## src/rtl/cpu_pkg.sv

```systemverilog
// Shared CPU definitions: fetch FSM states, reset PC and instruction field positions.
package cpu_pkg;

  typedef enum logic [1:0] {
    StFetch   = 2'd0,
    StHold    = 2'd1,
    StDiscard = 2'd2
  } fetch_state_t;

  localparam logic [15:0] RESET_PC_DEFAULT = 16'h0000;

  localparam int unsigned OP_HI    = 15;
  localparam int unsigned OP_LO    = 13;
  localparam int unsigned FUNCT_HI = 3;
  localparam int unsigned FUNCT_LO = 0;

endpackage

```

## src/rtl/pcreg.sv

```systemverilog
// Program counter register with load enable and asynchronous reset to RESET_PC.
module pcreg #(
  parameter int unsigned n        = 16,
  parameter logic [n-1:0] RESET_PC = '0
) (
  input  logic         clk,
  input  logic         reset,
  input  logic         load,
  input  logic [n-1:0] d,
  output logic [n-1:0] q
);

  // Hold pc unless a sequential step or redirect loads it.
  always_ff @(posedge clk or posedge reset) begin
    if (reset) begin
      q <= RESET_PC;
    end else if (load) begin
      q <= d;
    end
  end

endmodule

```

## src/rtl/fetch_stage.sv

```systemverilog
// Instruction fetch stage: issues word-addressed memory requests, registers the
// returned instruction for decode, and handles stall, redirect and in-flight discard.
module fetch_stage
  import cpu_pkg::*;
#(
  parameter int unsigned  n        = 16,
  parameter logic [n-1:0] RESET_PC = n'(RESET_PC_DEFAULT)
) (
  input  logic         clk,
  input  logic         reset,
  output logic         imem_req,
  output logic [n-1:0] imem_addr,
  input  logic         imem_ack,
  input  logic [n-1:0] imem_rdata,
  input  logic         stall,
  input  logic         redirect,
  input  logic [n-1:0] redirect_pc,
  output logic         instr_valid,
  output logic [n-1:0] instr,
  output logic [2:0]   op,
  output logic [3:0]   funct,
  output logic [n-1:0] pc_plus1,
  output logic [15:0]  fetch_count
);

  fetch_state_t state_q, state_d;
  logic [n-1:0] pc, pc_next, pc_inc;
  logic         pc_load;
  logic [n-1:0] addr_q, addr_d;
  logic [n-1:0] instr_d, pc_plus1_d;
  logic         valid_d;
  logic [15:0]  count_d;
  logic         can_accept;

  pcreg #(
    .n        (n),
    .RESET_PC (RESET_PC)
  ) u_pcreg (
    .clk   (clk),
    .reset (reset),
    .load  (pc_load),
    .d     (pc_next),
    .q     (pc)
  );

  assign pc_inc = pc + n'(1);
  assign op     = instr[OP_HI:OP_LO];
  assign funct  = instr[FUNCT_HI:FUNCT_LO];

  // A request in DISCARD must keep presenting the abandoned address until its ack.
  assign imem_addr = (state_q == StDiscard) ? addr_q : pc;

  // Request generation, next-state and datapath updates; redirect overrides everything.
  always_comb begin
    state_d    = state_q;
    addr_d     = addr_q;
    instr_d    = instr;
    valid_d    = instr_valid;
    pc_plus1_d = pc_plus1;
    count_d    = fetch_count;
    pc_load    = 1'b0;
    pc_next    = pc_inc;

    can_accept = !instr_valid || !stall;
    imem_req   = !reset && (((state_q == StFetch) && can_accept) || (state_q == StDiscard));

    unique case (state_q)
      StFetch:   if (!can_accept) state_d = StHold;
      StHold:    if (!stall) state_d = StFetch;
      StDiscard: if (imem_ack) state_d = StFetch;
      default:   state_d = StFetch;
    endcase

    if ((state_q == StFetch) && imem_req && imem_ack && !redirect) begin
      instr_d    = imem_rdata;
      valid_d    = 1'b1;
      pc_plus1_d = pc_inc;
      count_d    = fetch_count + 16'd1;
      pc_load    = 1'b1;
    end else if (instr_valid && !stall) begin
      valid_d = 1'b0;
    end

    if (redirect) begin
      pc_load = 1'b1;
      pc_next = redirect_pc;
      valid_d = 1'b0;
      if (imem_req && !imem_ack) begin
        state_d = StDiscard;
        // Latch the outstanding address only on first entry; later redirects keep it.
        if (state_q != StDiscard) addr_d = pc;
      end else begin
        state_d = StFetch;
      end
    end
  end

  // State and output registers.
  always_ff @(posedge clk or posedge reset) begin
    if (reset) begin
      state_q     <= StFetch;
      addr_q      <= '0;
      instr       <= '0;
      instr_valid <= 1'b0;
      pc_plus1    <= '0;
      fetch_count <= '0;
    end else begin
      state_q     <= state_d;
      addr_q      <= addr_d;
      instr       <= instr_d;
      instr_valid <= valid_d;
      pc_plus1    <= pc_plus1_d;
      fetch_count <= count_d;
    end
  end

endmodule

```

## config.mk

```make
export PLATFORM = sky130hd
export DESIGN_NAME = fetch_stage
export DESIGN_NICKNAME = d
export VERILOG_FILES = /design/src/rtl/cpu_pkg.sv /design/src/rtl/pcreg.sv /design/src/rtl/fetch_stage.sv
export SDC_FILE = /design/constraint.sdc
export NUM_CORES = 1
export LEC_CHECK = 0
export ABC_AREA = 0
export BUFFER_PORTS_ARGS = -buffer_cell sky130_fd_sc_hd__buf_2
export CAP_MARGIN = 10
export CORE_MARGIN = 4
export CORE_UTILIZATION = 57
export CTS_BUF_LIST = sky130_fd_sc_hd__clkbuf_4 sky130_fd_sc_hd__clkbuf_8 sky130_fd_sc_hd__clkbuf_16
export DETAILED_ROUTE_END_ITERATION = 8
export GPL_TIMING_DRIVEN = 0
export HOLD_SLACK_MARGIN = 0.03
export PLACE_DENSITY = 0.92
export SETUP_SLACK_MARGIN = 0.5
export SLEW_MARGIN = 0
export SYNTH_ARGS = -nofsm -noshare
export SYNTH_HDL_FRONTEND = slang
export SYNTH_SLANG_ARGS = --single-unit
```

## constraint.sdc

```tcl
create_clock -name clk -period 5.9 [get_ports clk]
set_clock_uncertainty 0.05 [all_clocks]
set_input_delay 0.59 -clock clk [delete_from_list [all_inputs] [get_ports clk]]
set_output_delay 0.59 -clock clk [all_outputs]
set_load 0.005 [all_outputs]
```

==> out/metrics.yaml <==
outcome: "finished clean"
synth_xor_area_share_pct: 7.79
drc: 0
synth_area_leaders: "dfrtp_1, nand2_1, mux2_2"
ys_async_sr_fraction_pct: 100
drv_slew: 0
critPathMaxFanout: 10
num_antenna_cells: 0
ys.flop_type: "dfrtp_1"
cts_sinks: 83
yosys.area.top_type_share_pct: 51.3
yosysWarnings: 0
dpl_cell_area_mm2: 0.00474
holdWs_ns: 0.149
synth_mux_area_share_pct: 9.62
cts_tree: "yes"
grt_start_max_net_pins: 68
firstDrtPassIters: 5
cp_slowest_cell: "buf_1"
synth_edf_count: 0
overflow: 0
max_cap_violations: 0
num-fill-cells: 508
grt_pass1_vias: 3460
ys_ff_latch: 83
setup-tns-final_ns: 0
cts-resized-gates: 0
drt-initial-drc-count: 333
ys_seq_area_share_pct: 51.3
synth_compound_area_share_pct: 6.12
port_buffers: 109
fp.dieH_um: 92.2
rsz0062_at_grt: "no"
cp-start-kind: "flop"
cts_root_buf: "clkbuf_8"
synth_top_family_by_area: "simple AND/OR/NAND/NOR gates"
postRouteAntennaNets: 0
area.growth.synth_to_final_pct: 22.3
cts_hold_buffers: 0
hold_class: "input pin to async pin"
max_stage_delay_ns: 0.48
path_clk_slew_ns: 0.09
dp_hpwl_um: 7510
clock_path_buffers: 2
antenna_found_initial: 0
drive_above_1_share_pct: 32.6
routedWlPerCell_um: 16.2
synth_area_mm2: 0.00405
power.density_mw_per_mm2: 307
postCtsSetupBuffers: 0
start_util_pct: 59.2
syn-num-nets: 441
synthSimpleGateAreaFrac_pct: 20.4
grt_pass1_wl_um: 16600
chipWidth_um: 92.2
max_freq_mhz: 331
routed_wl_um: 10100
worstPathRequired_ns: 5.26
path_cells: "nor2b_1, clkbuf_1, buf_1, mux2_2, buf_2"
nets: 562
place_congestion: 0.889
clk-insertion-delay-late_ns: 0.35
tightest_slew_ns: 0.807
crit_arrival_ns: 2.38
hold_viol: 0
vdd_drop_max_uv: 219
synth_cells: 402
place_ws_ns: 3.24
finalWorstSetupSlack_ns: 2.88
grt.total_usage_pct: 24.6
power.leakage_nw: 2.38
core_mm2: 0.00683
syn_area_per_cell_um2: 10.1
vias_per_cell: 5.59
slew_headroom_pct: 46.1
design.die.area_mm2: 0.00851
vias: 3490
synth_largest_area_cell: "dfrtp_1"
cts_buffers: 9
synthAdderAreaFrac_pct: 0.619
worstSetupPathType: "flop to primary output"
stdcell_area_mm2: 0.00495
ioPinCount: 110
setup_violations: 0
yosys.cell_types.count: 41
period_share_pct: 51.2
cts-htree-levels: 3
rows: 30
min_period_ns: 3.02
crit_path_end_kind: "primary output"
## cell usage after synthesis, drive strengths merged (2+ instances only)
cell type,n
nand2,94
dfrtp,83
mux2,31
o21ai,25
xnor2,19
clkbuf,18
xor2,17
buf,13
nand3,12
nand4,11
nor2,11
nor3,10
nor4,6
and4,5
inv,5
o31a,5
a31oi,4
mux2i,4
nand2b,3
nor2b,3
a22oi,2
and2,2
and3,2
ha,2
nor3b,2
nor4b,2
o41ai,2
## worst max-delay path: cells and delay by family (launching register included)
kind | cells | cell delay [ns]
and+or+nand+nor | 1 | 0.16
DFF | 1 | 0.42
buffers and inverters | 3 | 1.04
muxes | 1 | 0.41
## final timing paths
| kind | depth (start not counted) | endpoint | slack (ns) | start |
|---|---|---|---|---|
| setup / recovery | 5 | imem_addr[10] | 2.88 | state_q[1] |
| hold / removal | 2 | u_pcreg.q[13] | 0.15 | reset |
| setup reg to reg | 5 | u_pcreg.q[7] | 3.40 | state_q[1] |
| hold reg to reg | 1 | fetch_count[15] | 0.42 | fetch_count[15] |
| max in group asynchronous | 3 | fetch_count[8] | 5.06 | reset |
| min in group clk | 3 | instr[2] | 0.37 | imem_rdata[2] |
## layer usage
metal | wire (µm) | GRT usage, %
met5 | 0 | 0
met4 | 351 | 12.9
met3 | 640 | 3.45
met2 | 4980 | 40.6
met1 | 4110 | 31.5
## cell type report
type	count	area (µm²)	area share [%]
inverters	5	21.3	0.430
repair buffers	110	573	11.6
clock buffers	11	145	2.93
multi-input cells	283	1800	36.4
flip-flops and latches	83	2080	42.0
well taps	96	120	2.43
plain buffers	31	149	3.01
clock inverters	5	62.6	1.26
## flip-flops by register name, indices dropped and copies added, names as in the netlist
| name | cells |
|---|---|
| pc_plus1 | 16 |
| fetch_count | 16 |
| instr_valid | 1 |
| instr | 16 |
| addr_q | 16 |
| state_q | 2 |
| u_pcreg.q | 16 |
## cells by family (layout without fill, tap and decap cells)
logic type | count (synthesis) | in the layout
xor+xnor | 36 | 36
buf+inv | 36 | 162
compound gates | 41 | 41
fa+ha+maj | 2 | 2
mux | 35 | 35
simple gates | 169 | 169
flops | 83 | 83
## power breakdown
| group | internal (mW) | switching (mW) |
|---|---|---|
| logic | 0.176 | 0.174 |
| clock network | 0.213 | 0.209 |
| registers | 0.674 | 0.0740 |
| total | 1.06 | 0.457 |
## per-stage QoR
step | cells | util [%] | total power, mW
final | 624 | 72.4 | 1.52
after global routing | 624 | 72.4 | 1.61
after CTS | 624 | 72.4 | 1.53
after detailed placement | 608 | 69.4 | 1.11
after global placement | 607 | 69.0 | 1.08
after floorplan | 402 | - | 0.943
## placed cells by master (no fill, tap or decap), types with 2 or more instances in the layout
cell type and n:
a22oi_1 2, a31oi_1 4, and2_1 2, and3_1 2, and4_1 5, buf_1 3
buf_2 111, buf_4 8, clkbuf_1 18, clkbuf_8 10, clkinv_4 2, clkinvlp_4 2
dfrtp_1 83, ha_1 2, inv_1 4, mux2_2 31, mux2i_1 4, nand2_1 94
nand2b_1 3, nand3_1 12, nand4_1 11, nor2_1 11, nor2b_1 3, nor3_1 9
nor3b_1 2, nor4_1 5, o21ai_0 25, o31a_1 5, o41ai_1 2, xnor2_1 19
xor2_1 17
Note: power is estimated with default switching activity, not from simulation.
